===== config.mk =====
export PLATFORM = sky130hd
export DESIGN_NAME = uart_byte_tx
export DESIGN_NICKNAME = d
export VERILOG_FILES = /design/src/rtl/uart_byte_tx.sv
export SDC_FILE = /design/constraint.sdc
export NUM_CORES = 1
export LEC_CHECK = 0
export ABC_AREA = 1
export CAP_MARGIN = 5
export CORE_ASPECT_RATIO = 2
export CORE_MARGIN = 3
export CORE_UTILIZATION = 45
export DETAILED_ROUTE_END_ITERATION = 16
export PLACE_DENSITY = 0.62
export SLEW_MARGIN = 0
export SYNTH_ARGS = -nofsm -noshare
export SYNTH_HDL_FRONTEND = slang
export SYNTH_SLANG_ARGS = --single-unit

===== constraint.sdc =====
create_clock -name clk -period 2.4 [get_ports clk]
set_clock_uncertainty 0.1 [all_clocks]
set_input_delay 0.72 -clock clk [delete_from_list [all_inputs] [get_ports clk]]
set_output_delay 0.72 -clock clk [all_outputs]
set_load 0.02 [all_outputs]

===== src/rtl/uart_byte_tx.sv =====
// rtl/uart_byte_tx.sv - 8N1/8N2 UART transmitter that pulls bytes from the message memory and skips idle codes
module uart_byte_tx #(
  parameter int         CLK_FREQ  = 50_000_000,
  parameter int         BAUD      = 115200,
  parameter int         STOP_BITS = 1,
  parameter logic [7:0] IDLE_CODE = 8'hFF
) (
  input  logic       clk,
  input  logic       reset,
  input  logic       iTX_EN,
  input  logic [7:0] iTX_DATA,
  output logic       oTX_REQ,
  output logic       oTXD,
  output logic       oBUSY,
  output logic       oBYTE_DONE
);

  localparam int DIVISOR = CLK_FREQ / BAUD;
  localparam int CNT_W   = $clog2(DIVISOR) + 1;
  localparam logic [CNT_W-1:0] CNT_LAST  = CNT_W'(DIVISOR - 1);
  localparam logic [CNT_W-1:0] CNT_ONE   = CNT_W'(1);
  localparam logic [2:0]       STOP_LAST = 3'(STOP_BITS - 1);

  typedef enum logic [2:0] {IDLE, REQ, WAIT, START, DATA, STOP} stateType;

  stateType         state, stateNext;
  logic [CNT_W-1:0] baudCnt, baudCntNext;
  logic [2:0]       bitIdx, bitIdxNext;
  logic [7:0]       shiftReg, shiftRegNext;
  logic             skipGap, skipGapNext;
  logic             armed;
  logic             txdNext, reqNext, busyNext, doneNext;

  // State, datapath and output flops; outputs are registered copies of the next-state decode
  always_ff @(posedge clk or negedge reset) begin
    if (!reset) begin
      state      <= IDLE;
      baudCnt    <= '0;
      bitIdx     <= '0;
      shiftReg   <= '0;
      skipGap    <= 1'b0;
      armed      <= 1'b0;
      oTXD       <= 1'b1;
      oTX_REQ    <= 1'b0;
      oBUSY      <= 1'b0;
      oBYTE_DONE <= 1'b0;
    end else begin
      state      <= stateNext;
      baudCnt    <= baudCntNext;
      bitIdx     <= bitIdxNext;
      shiftReg   <= shiftRegNext;
      skipGap    <= skipGapNext;
      armed      <= 1'b1;
      oTXD       <= txdNext;
      oTX_REQ    <= reqNext;
      oBUSY      <= busyNext;
      oBYTE_DONE <= doneNext;
    end
  end

  // Next-state sequencing; WAIT also hosts the DIVISOR-cycle gap when an idle code is fetched
  always_comb begin
    stateNext    = state;
    baudCntNext  = baudCnt;
    bitIdxNext   = bitIdx;
    shiftRegNext = shiftReg;
    skipGapNext  = skipGap;
    case (state)
      IDLE: begin
        baudCntNext = '0;
        // armed keeps IDLE for at least one full cycle after reset release
        if (iTX_EN && armed) stateNext = REQ;
      end
      REQ: begin
        baudCntNext = '0;
        skipGapNext = 1'b0;
        stateNext   = WAIT;
      end
      WAIT: begin
        if (!skipGap) begin
          if (baudCnt == CNT_ONE) begin
            shiftRegNext = iTX_DATA;
            baudCntNext  = '0;
            if (iTX_DATA == IDLE_CODE) skipGapNext = 1'b1;
            else                       stateNext   = START;
          end else begin
            baudCntNext = baudCnt + 1'b1;
          end
        end else if (baudCnt == CNT_LAST) begin
          baudCntNext = '0;
          skipGapNext = 1'b0;
          stateNext   = IDLE;
        end else begin
          baudCntNext = baudCnt + 1'b1;
        end
      end
      START: begin
        if (baudCnt == CNT_LAST) begin
          baudCntNext = '0;
          bitIdxNext  = '0;
          stateNext   = DATA;
        end else begin
          baudCntNext = baudCnt + 1'b1;
        end
      end
      DATA: begin
        if (baudCnt == CNT_LAST) begin
          baudCntNext  = '0;
          shiftRegNext = {1'b0, shiftReg[7:1]};
          if (bitIdx == 3'd7) begin
            bitIdxNext = '0;
            stateNext  = STOP;
          end else begin
            bitIdxNext = bitIdx + 3'd1;
          end
        end else begin
          baudCntNext = baudCnt + 1'b1;
        end
      end
      STOP: begin
        // bitIdx counts stop bits here so 8N2 needs no extra state
        if (baudCnt == CNT_LAST) begin
          baudCntNext = '0;
          if (bitIdx == STOP_LAST) begin
            bitIdxNext = '0;
            stateNext  = iTX_EN ? REQ : IDLE;
          end else begin
            bitIdxNext = bitIdx + 3'd1;
          end
        end else begin
          baudCntNext = baudCnt + 1'b1;
        end
      end
      default: begin
        stateNext   = IDLE;
        baudCntNext = '0;
        bitIdxNext  = '0;
      end
    endcase
  end

  // Output decode from the next state so the registered outputs line up with the state they describe
  always_comb begin
    txdNext  = 1'b1;
    reqNext  = (stateNext == REQ);
    busyNext = (stateNext != IDLE);
    doneNext = (stateNext == STOP) && (baudCntNext == CNT_LAST) && (bitIdxNext == STOP_LAST);
    case (stateNext)
      START:   txdNext = 1'b0;
      DATA:    txdNext = shiftRegNext[0];
      default: txdNext = 1'b1;
    endcase
  end

endmodule


Word-level counts from Yosys, hierarchy flattened
Index checks and enable logic that the tools add are counted. Widths: inputs -> output; s select.

Logic and storage cells: 74. Memories: 0. Flip-flop bits (word level): 30. Bits in latches: 0. Bits in writable memories: 0. Input port bits: 11. Output and inout port bits: 4. Bits in read-only memories: 0.

Reduce and logical (&&, ||, !) cells: 12. Muxes and demuxes: 32. Div/mod/pow operators: 0. Shifts and indexed selects: 0. $lt $le $gt $ge: 0. Eq/ne operators: 17. $mul: 0. Bitwise operators: 0. Add/subtract/negate cells: 2.

Operator list (number): $mux 3 (15); $mux 10 (3); $mux 8 (3); $eq 10x9->1 const B (2); $pmux 10 s2 (1); $pmux 3 s6 (1); $pmux 8 s2 (1); $eq 3x3->1 const B (5); $pmux 3 s4 (1); $add 10x1->10 const B (1); $eq 10x1->1 const B (1); $eq 3x2->1 const B (3); $logic_not 3->1 (3); $eq 8x8->1 const B (1); $eq 3x1->1 const B (2); $ne 2x2->1 const B (3); $reduce_or 3->1 (2); $mux 1 (5); $pmux 1 s2 (2); $reduce_and 4->1 (1); $reduce_bool 2->1 (2); $add 3x1->3 const B (1); $logic_and 1x1->1 (3); $reduce_bool 3->1 (1).

Logic depth before layout (Yosys ltp)
Gate-level depths: netlist of run 1.

Depth after elaboration: 8. Mapped depth: 13. Gate-level depth less buffers: 13.

Least setup slack after synthesis of run 1
OpenSTA, ideal clock, no wires.

Path kind: input-to-reg. Start: in iTX_DATA[7]. End: reg oBUSY. Stages on the path: 7. Data arrival time: 1.607 ns. Required time: 2.176 ns. Setup slack: 0.569 ns. Cell sequence: nand4_1 -> or2_2 -> nand3_1 -> nand2_1 -> nor2_2 -> nand2_1 -> or2_1.

Cells in the longest elaborated chain, start to end: 6.

RTL lines: start, declared (line 11) `input logic [7:0] iTX_DATA,`; $eq 8x8->1 (line 84) `if (iTX_DATA == IDLE_CODE) skipGapNext = 1'b1;`; $mux 3 (line 84); $mux 3 (line 81) `if (baudCnt == CNT_ONE) begin`; $mux 3 (line 80) `if (!skipGap) begin`; $pmux 3 s6 (line 68) `case (state)`; $reduce_bool 3->1 (line 146) `busyNext = (stateNext != IDLE);`; named net busyNext (line 32) `logic txdNext, reqNext, busyNext, doneNext;`; end signal, assigned (line 56) `oBUSY <= busyNext;`; end, declared (line 14) `output logic oBUSY,`.

The timed path passes the listed nets, and every way through them passes these cells. A chain may end at the register's enable or synchronous reset.

Worst setup path in the final report of run 1
Start: reg oTXD. End: out oTXD.

RTL lines: start, declared (line 13) `output logic oTXD,`; start signal, assigned (line 54) `oTXD <= txdNext;`.

No word-level cell between the ends.

==> results of run 1 <==
## final cells by class
type,count,area share (%)
flip-flops and latches,30,34.0
clock buffers,7,3.45
repair buffers,19,8.04
multi-input cells,175,44.5
inverters,41,7.07
well taps,51,2.89
## sequential cells by signal, summed over array words and instances (netlist names)
| name | flops |
|---|---|
| oBUSY | 1 |
| shiftReg | 8 |
| oTXD | 1 |
| skipGap | 1 |
| oBYTE_DONE | 1 |
| state | 3 |
| armed | 1 |
| bitIdx | 3 |
| baudCnt | 10 |
| oTX_REQ | 1 |
## worst paths after layout
| path | from | cells past startpoint | endpoint |
|---|---|---|---|
| worst max-delay path | oTXD | 1 | oTXD |
| worst min-delay path | shiftReg[1] | 2 | shiftReg[1] |
| min in group asynchronous | reset | 2 | baudCnt[5] |
| max in group asynchronous | reset | 2 | oTXD |
| worst min register to register | shiftReg[1] | 2 | shiftReg[1] |
| worst max register to register | baudCnt[0] | 11 | oBYTE_DONE |
## power by group through the flow
stage | sequential [mW] | clock (mW) | combinational, mW
finish | 0.699 | 0.374 | 0.831
CTS | 0.700 | 0.392 | 0.843
floorplan | 0.722 | 0 | 0.542
detailed placement | 0.711 | 0 | 0.839
global placement | 0.708 | 0 | 0.843
global route | 0.718 | 0.404 | 0.937
## routing by layer
metal | wire [um] | vias to the layer above | share of wire (%) | track usage (%)
met4 | 209 | 0 | 4.5 | 11.9
li1 | - | 856 | - | -
met5 | 0 | - | 0 | 0
met3 | 134 | 17 | 2.9 | 2.90
met2 | 2510 | 39 | 54 | 36.8
met1 | 1760 | 772 | 38 | 22.4
## layout by cell type, fill, tap and decap left out, types with 2 or more instances in the layout
cell type        instances
nand2_1                 55
inv_1                   35
nand3_1                 32
dfrtp_1                 29
nor2_1                  19
clkdlybuf4s50_1         14
nand4_1                  9
a21oi_1                  7
nand2_2                  6
o221ai_1                 5
ha_1                     5
clkbuf_8                 5
buf_4                    5
inv_2                    4
nor2_4                   4
o21ai_0                  4
xor2_1                   4
nor2_2                   3
nor3_1                   3
o211ai_1                 3
nor3_2                   2
and2_1                   2
nand3_2                  2
o21bai_1                 2
clkbuf_1                 2
## cell families after synthesis
kind of cell    count (synthesis)
xor+xnor                        4
buf+inv                        44
fa+ha+maj                       5
simple gates                  144
other cells                     1
flops                          30
compound gates                 21
==> impl_metrics.json, run 1 <==
{
  "grt_max_degree": 31,
  "final_area_mm2": 0.00221,
  "ys_async_sr_fraction_pct": 100,
  "wirelength_um": 4610,
  "switching_share_pct": 40.1,
  "stdcell_count": 323,
  "maxCapViolations": 0,
  "worstSetupEndpointType": "output pin",
  "cellLeakagePower_nw": 1.14,
  "cp_slowest_cell": "clkdlybuf4s50_1",
  "cts_root_buf": "clkbuf_8",
  "postCtsSetupBuffers": 0,
  "irDropWorstVdd_uv": 627,
  "yosys.area.top_type_share_pct": 38.0,
  "multi_input_area_um2": 985,
  "grt_first_pass_wirelength_um": 7760,
  "synthTopCellsByCount": "nand2_1, inv_1, nand3_1",
  "first_pass_iters": 4,
  "synth_fa_ha_area_share_pct": 3.27,
  "final.min_clock_period_ps": 2190,
  "synth_compound_area_share_pct": 7.14,
  "required_ps": 1580,
  "path_cells": "clkdlybuf4s50_1",
  "path_clk_slew_ps": 60,
  "setup_ws_ps": 209,
  "synth_xor_area_share_pct": 1.83,
  "cts.htree.levels": 2,
  "initial_core_util_pct": 48.2,
  "place_inst": 316,
  "finalMaxSlewViolations": 0,
  "crit_family": "buffers and inverters",
  "grt_pass1_vias": 1674,
  "die_w_um": 52.1,
  "post_route_cells_drive_above_1_share_pct": 14.0,
  "synth_area_mm2": 0.00191,
  "final_core_util_pct": 55.8,
  "avgSynthCellArea_um2": 7.67,
  "rrSetupSlack_ps": 400,
  "vias": 1684,
  "die_area_mm2": 0.00511,
  "io_pins": 15,
  "place_ws_ps": 43.7,
  "ys_seq_area_share_pct": 39.4,
  "status": "complete, no violations",
  "yosys.area_share.simple_pct": 39.1,
  "gp_congestion": 0.878,
  "yosys_register_bits": 30,
  "drt_iter0_markers": 27,
  "fp.coreArea_mm2": 0.00396,
  "ant_nets": 0,
  "cellPowerDensity_mw_per_mm2": 861,
  "grtUsageTotal_pct": 20.8,
  "drcViolationCount": 0,
  "finalCritPeriodShare_pct": 91.3,
  "tns_ps": 0,
  "rows": 32,
  "clock_path_buffers": 2,
  "clkLatencyLatePin_ps": 280,
  "viasPerCell": 5.21,
  "p_switching_mw": 0.764,
  "hold_viol": 0,
  "cpPeakStageDelay_ps": 590,
  "clock-sinks": 30,
  "path_buf_inv": 1,
  "arrival_ps": 1370,
  "pwr-share-seq_pct": 36.7,
  "fillCellCount": 383,
  "synth_edf_count": 0,
  "timing_worst_setup_path_type": "reg -> out",
  "diodes": 0,
  "synth_cells": 249,
  "cts_tree": "done",
  "postCtsHoldBufs": 0,
  "critPathMaxFanout": 1,
  "rsz0062_at_grt": "false",
  "power_mw": 1.90,
  "clkPwrFrac_pct": 19.7,
  "dpl_cell_area_mm2": 0.00213,
  "synth.area.top_cells": "dfrtp_1, nand2_1, nand3_1",
  "ys_types": 35,
  "p_comb_share_pct": 43.6,
  "cts_made_buffers": 5,
  "cts.repair.resized": 0,
  "seq_area_um2": 752,
  "port_buffers": 14,
  "p_int_mw": 1.14,
  "hold_ws_ps": 438,
  "synth_nets": 265,
  "area_growth_pct": 15.7,
  "synthMuxAreaShare_pct": 0,
  "post-synth-top-count-cell": "nand2_1",
  "min_path_type": "reg -> reg",
  "synth_top_family_by_area": "simple AND/OR/NAND/NOR gates",
  "yosysWarnings": 0,
  "hpwl_um": 3670,
  "nets": 288,
  "start_kind": "flop",
  "synth_flop_cell": "dfrtp_1",
  "die_h_um": 98.2,
  "fmax_mhz": 456,
  "setup_viol": 0,
  "antenna_found_initial": 0,
  "grt_overflow_total": 0,
  "synth_area_leader_cell": "dfrtp_1",
  "wire_per_inst_um": 14.3
}
No activity file was read; power rests on OpenSTA's default activity.
==> run 2: changes to the inputs <==
Settings changed: REMOVE_ABC_BUFFERS set to 1.
==> run 2 against run 1 <==
Net effect:
- final area rose by 1.5%
- via count fell by 3.1%
- first-iteration DRC count fell by 33%
- core utilization rose by 0.85 points
- register-to-register slack got worse by 130 ps
- die area did not move
- combinational power barely moved
- setup slack got worse by 5.5 ps
- maximum frequency fell by 0.25%
- sequential cell count did not move
- final cell count rose by 0.31%
- critical path depth did not move
- largest cell class unchanged
- highest routed layer unchanged
==> impl_metrics.json, run 2 (synthesis results as in run 1) <==
{
  "multi_input_area_um2": 985,
  "fillCellCount": 376,
  "viasPerCell": 5.03,
  "die_w_um": 52.1,
  "reg_top3": "baudCnt (10), shiftReg (8)",
  "reg2regPathDepth": 9,
  "finalMaxSlewViolations": 0,
  "nets": 288,
  "area_growth_pct": 17.5,
  "min_path_cells": 2,
  "clock_path_buffers": 2,
  "status": "complete, no violations",
  "clock-sinks": 30,
  "hold_viol": 0,
  "initial_core_util_pct": 48.2,
  "finalCritPeriodShare_pct": 91.5,
  "io_pins": 15,
  "critPathMaxFanout": 1,
  "start_kind": "flop",
  "post_route_cells_drive_above_1_share_pct": 15.0,
  "timing_worst_setup_path_type": "reg -> out",
  "rows": 32,
  "antenna_found_initial": 0,
  "grt_max_degree": 31,
  "r2r-start": "baudCnt[0]",
  "hpwl_um": 3570,
  "final.min_clock_period_ps": 2200,
  "cpPeakStageDelay_ps": 590,
  "die_h_um": 98.2,
  "rrSetupSlack_ps": 270,
  "cts.htree.levels": 2,
  "regMostFlops": "baudCnt",
  "grtUsageTotal_pct": 20.3,
  "cts_root_buf": "clkbuf_8",
  "largest_register_ffs": 10,
  "postCtsSetupBuffers": 0,
  "fmax_mhz": 455,
  "required_ps": 1580,
  "drt_iter0_markers": 18,
  "grt_first_pass_wirelength_um": 7710,
  "final_core_util_pct": 56.6,
  "cts_made_buffers": 5,
  "wirelength_um": 4590,
  "cellLeakagePower_nw": 1.15,
  "path_clk_slew_ps": 60,
  "min_to": "bitIdx[1]",
  "cellPowerDensity_mw_per_mm2": 894,
  "ant_nets": 0,
  "gp_congestion": 0.858,
  "rr_endpoint": "oBYTE_DONE",
  "hold_ws_ps": 435,
  "arrival_ps": 1380,
  "cts_tree": "done",
  "first_pass_iters": 4,
  "maxCapViolations": 0,
  "relSlewSlack_pct": 65.6,
  "min_path_type": "reg -> reg",
  "cp_slowest_cell": "clkdlybuf4s50_1",
  "crit_family": "buffers and inverters",
  "die_area_mm2": 0.00511,
  "grt_overflow_total": 0,
  "postCtsHoldBufs": 0,
  "drcViolationCount": 0,
  "min_from": "bitIdx[1]",
  "vias": 1631,
  "grt_pass1_vias": 1730,
  "fp.coreArea_mm2": 0.00396,
  "setup_viol": 0,
  "tightestPinTransition_ps": 514,
  "clkLatencyLatePin_ps": 280,
  "mostFrequentLayoutCells": "nand2_1, inv_1, nand3_1",
  "layout_commonest_cell": "nand2_1",
  "irDropWorstVdd_uv": 691,
  "seq_area_um2": 752,
  "worstSetupEndpointType": "output pin",
  "rsz0062_at_grt": "false",
  "path_cells": "clkdlybuf4s50_1",
  "path_buf_inv": 1,
  "wire_per_inst_um": 14.2,
  "port_buffers": 14,
  "cts.repair.resized": 0,
  "diodes": 0
}
-- run 2: cell count changes in the layout (fill, tap and decap cells not counted) --
cell      change
clkbuf_8      +3
clkbuf_1      -2
-- run 2: worst max path at each step --
stage / startpoint / to / slack (ps) / cells after the start
finish: oTXD / oTXD / 200 / 1
global route: baudCnt[0] / oBYTE_DONE / 90 / 9
CTS: oTXD / oTXD / 190 / 1
detailed placement: iTX_DATA[3] / oBUSY / -9 / 8
global placement: iTX_DATA[3] / oBUSY / 20 / 8
floorplan: iTX_DATA[7] / oBUSY / 570 / 7
-- run 2: metal layers --
metal / GRT usage [%] / wire length, um / vias up
met5: 0 / 0 / -
met4: 9.90 / 160 / 0
met3: 3.51 / 89 / 10
met2: 35.8 / 2540 / 23
met1: 22.2 / 1790 / 746
li1: - / - / 852
-- run 2: where the power goes --
group / switching, mW / leakage [nW] / total (mW) / internal, mW
sequential: 0.0694 / 0.389 / 0.701 / 0.632
clock: 0.188 / 0.0575 / 0.477 / 0.289
combinational: 0.526 / 0.708 / 0.829 / 0.303
-- run 2: through the flow --
stage	setup WS, ps	area [um2]	setup TNS [ps]	power (mW)	cells
detailed placement	-9.16	2130	-9.16	1.55	316
global placement	18.2	2130	0	1.54	316
CTS	187	2240	0	2.03	324
finish	203	2240	0	2.01	324
global route	87.6	2240	0	2.15	324
floorplan	569	1890	0	1.26	246
-- run 2: cell type report --
type | instances | area share (%)
multi-input cells | 175 | 43.9
clock buffers | 8 | 4.91
repair buffers | 19 | 7.92
well taps | 51 | 2.84
inverters | 41 | 6.97
flip-flops and latches | 30 | 33.5
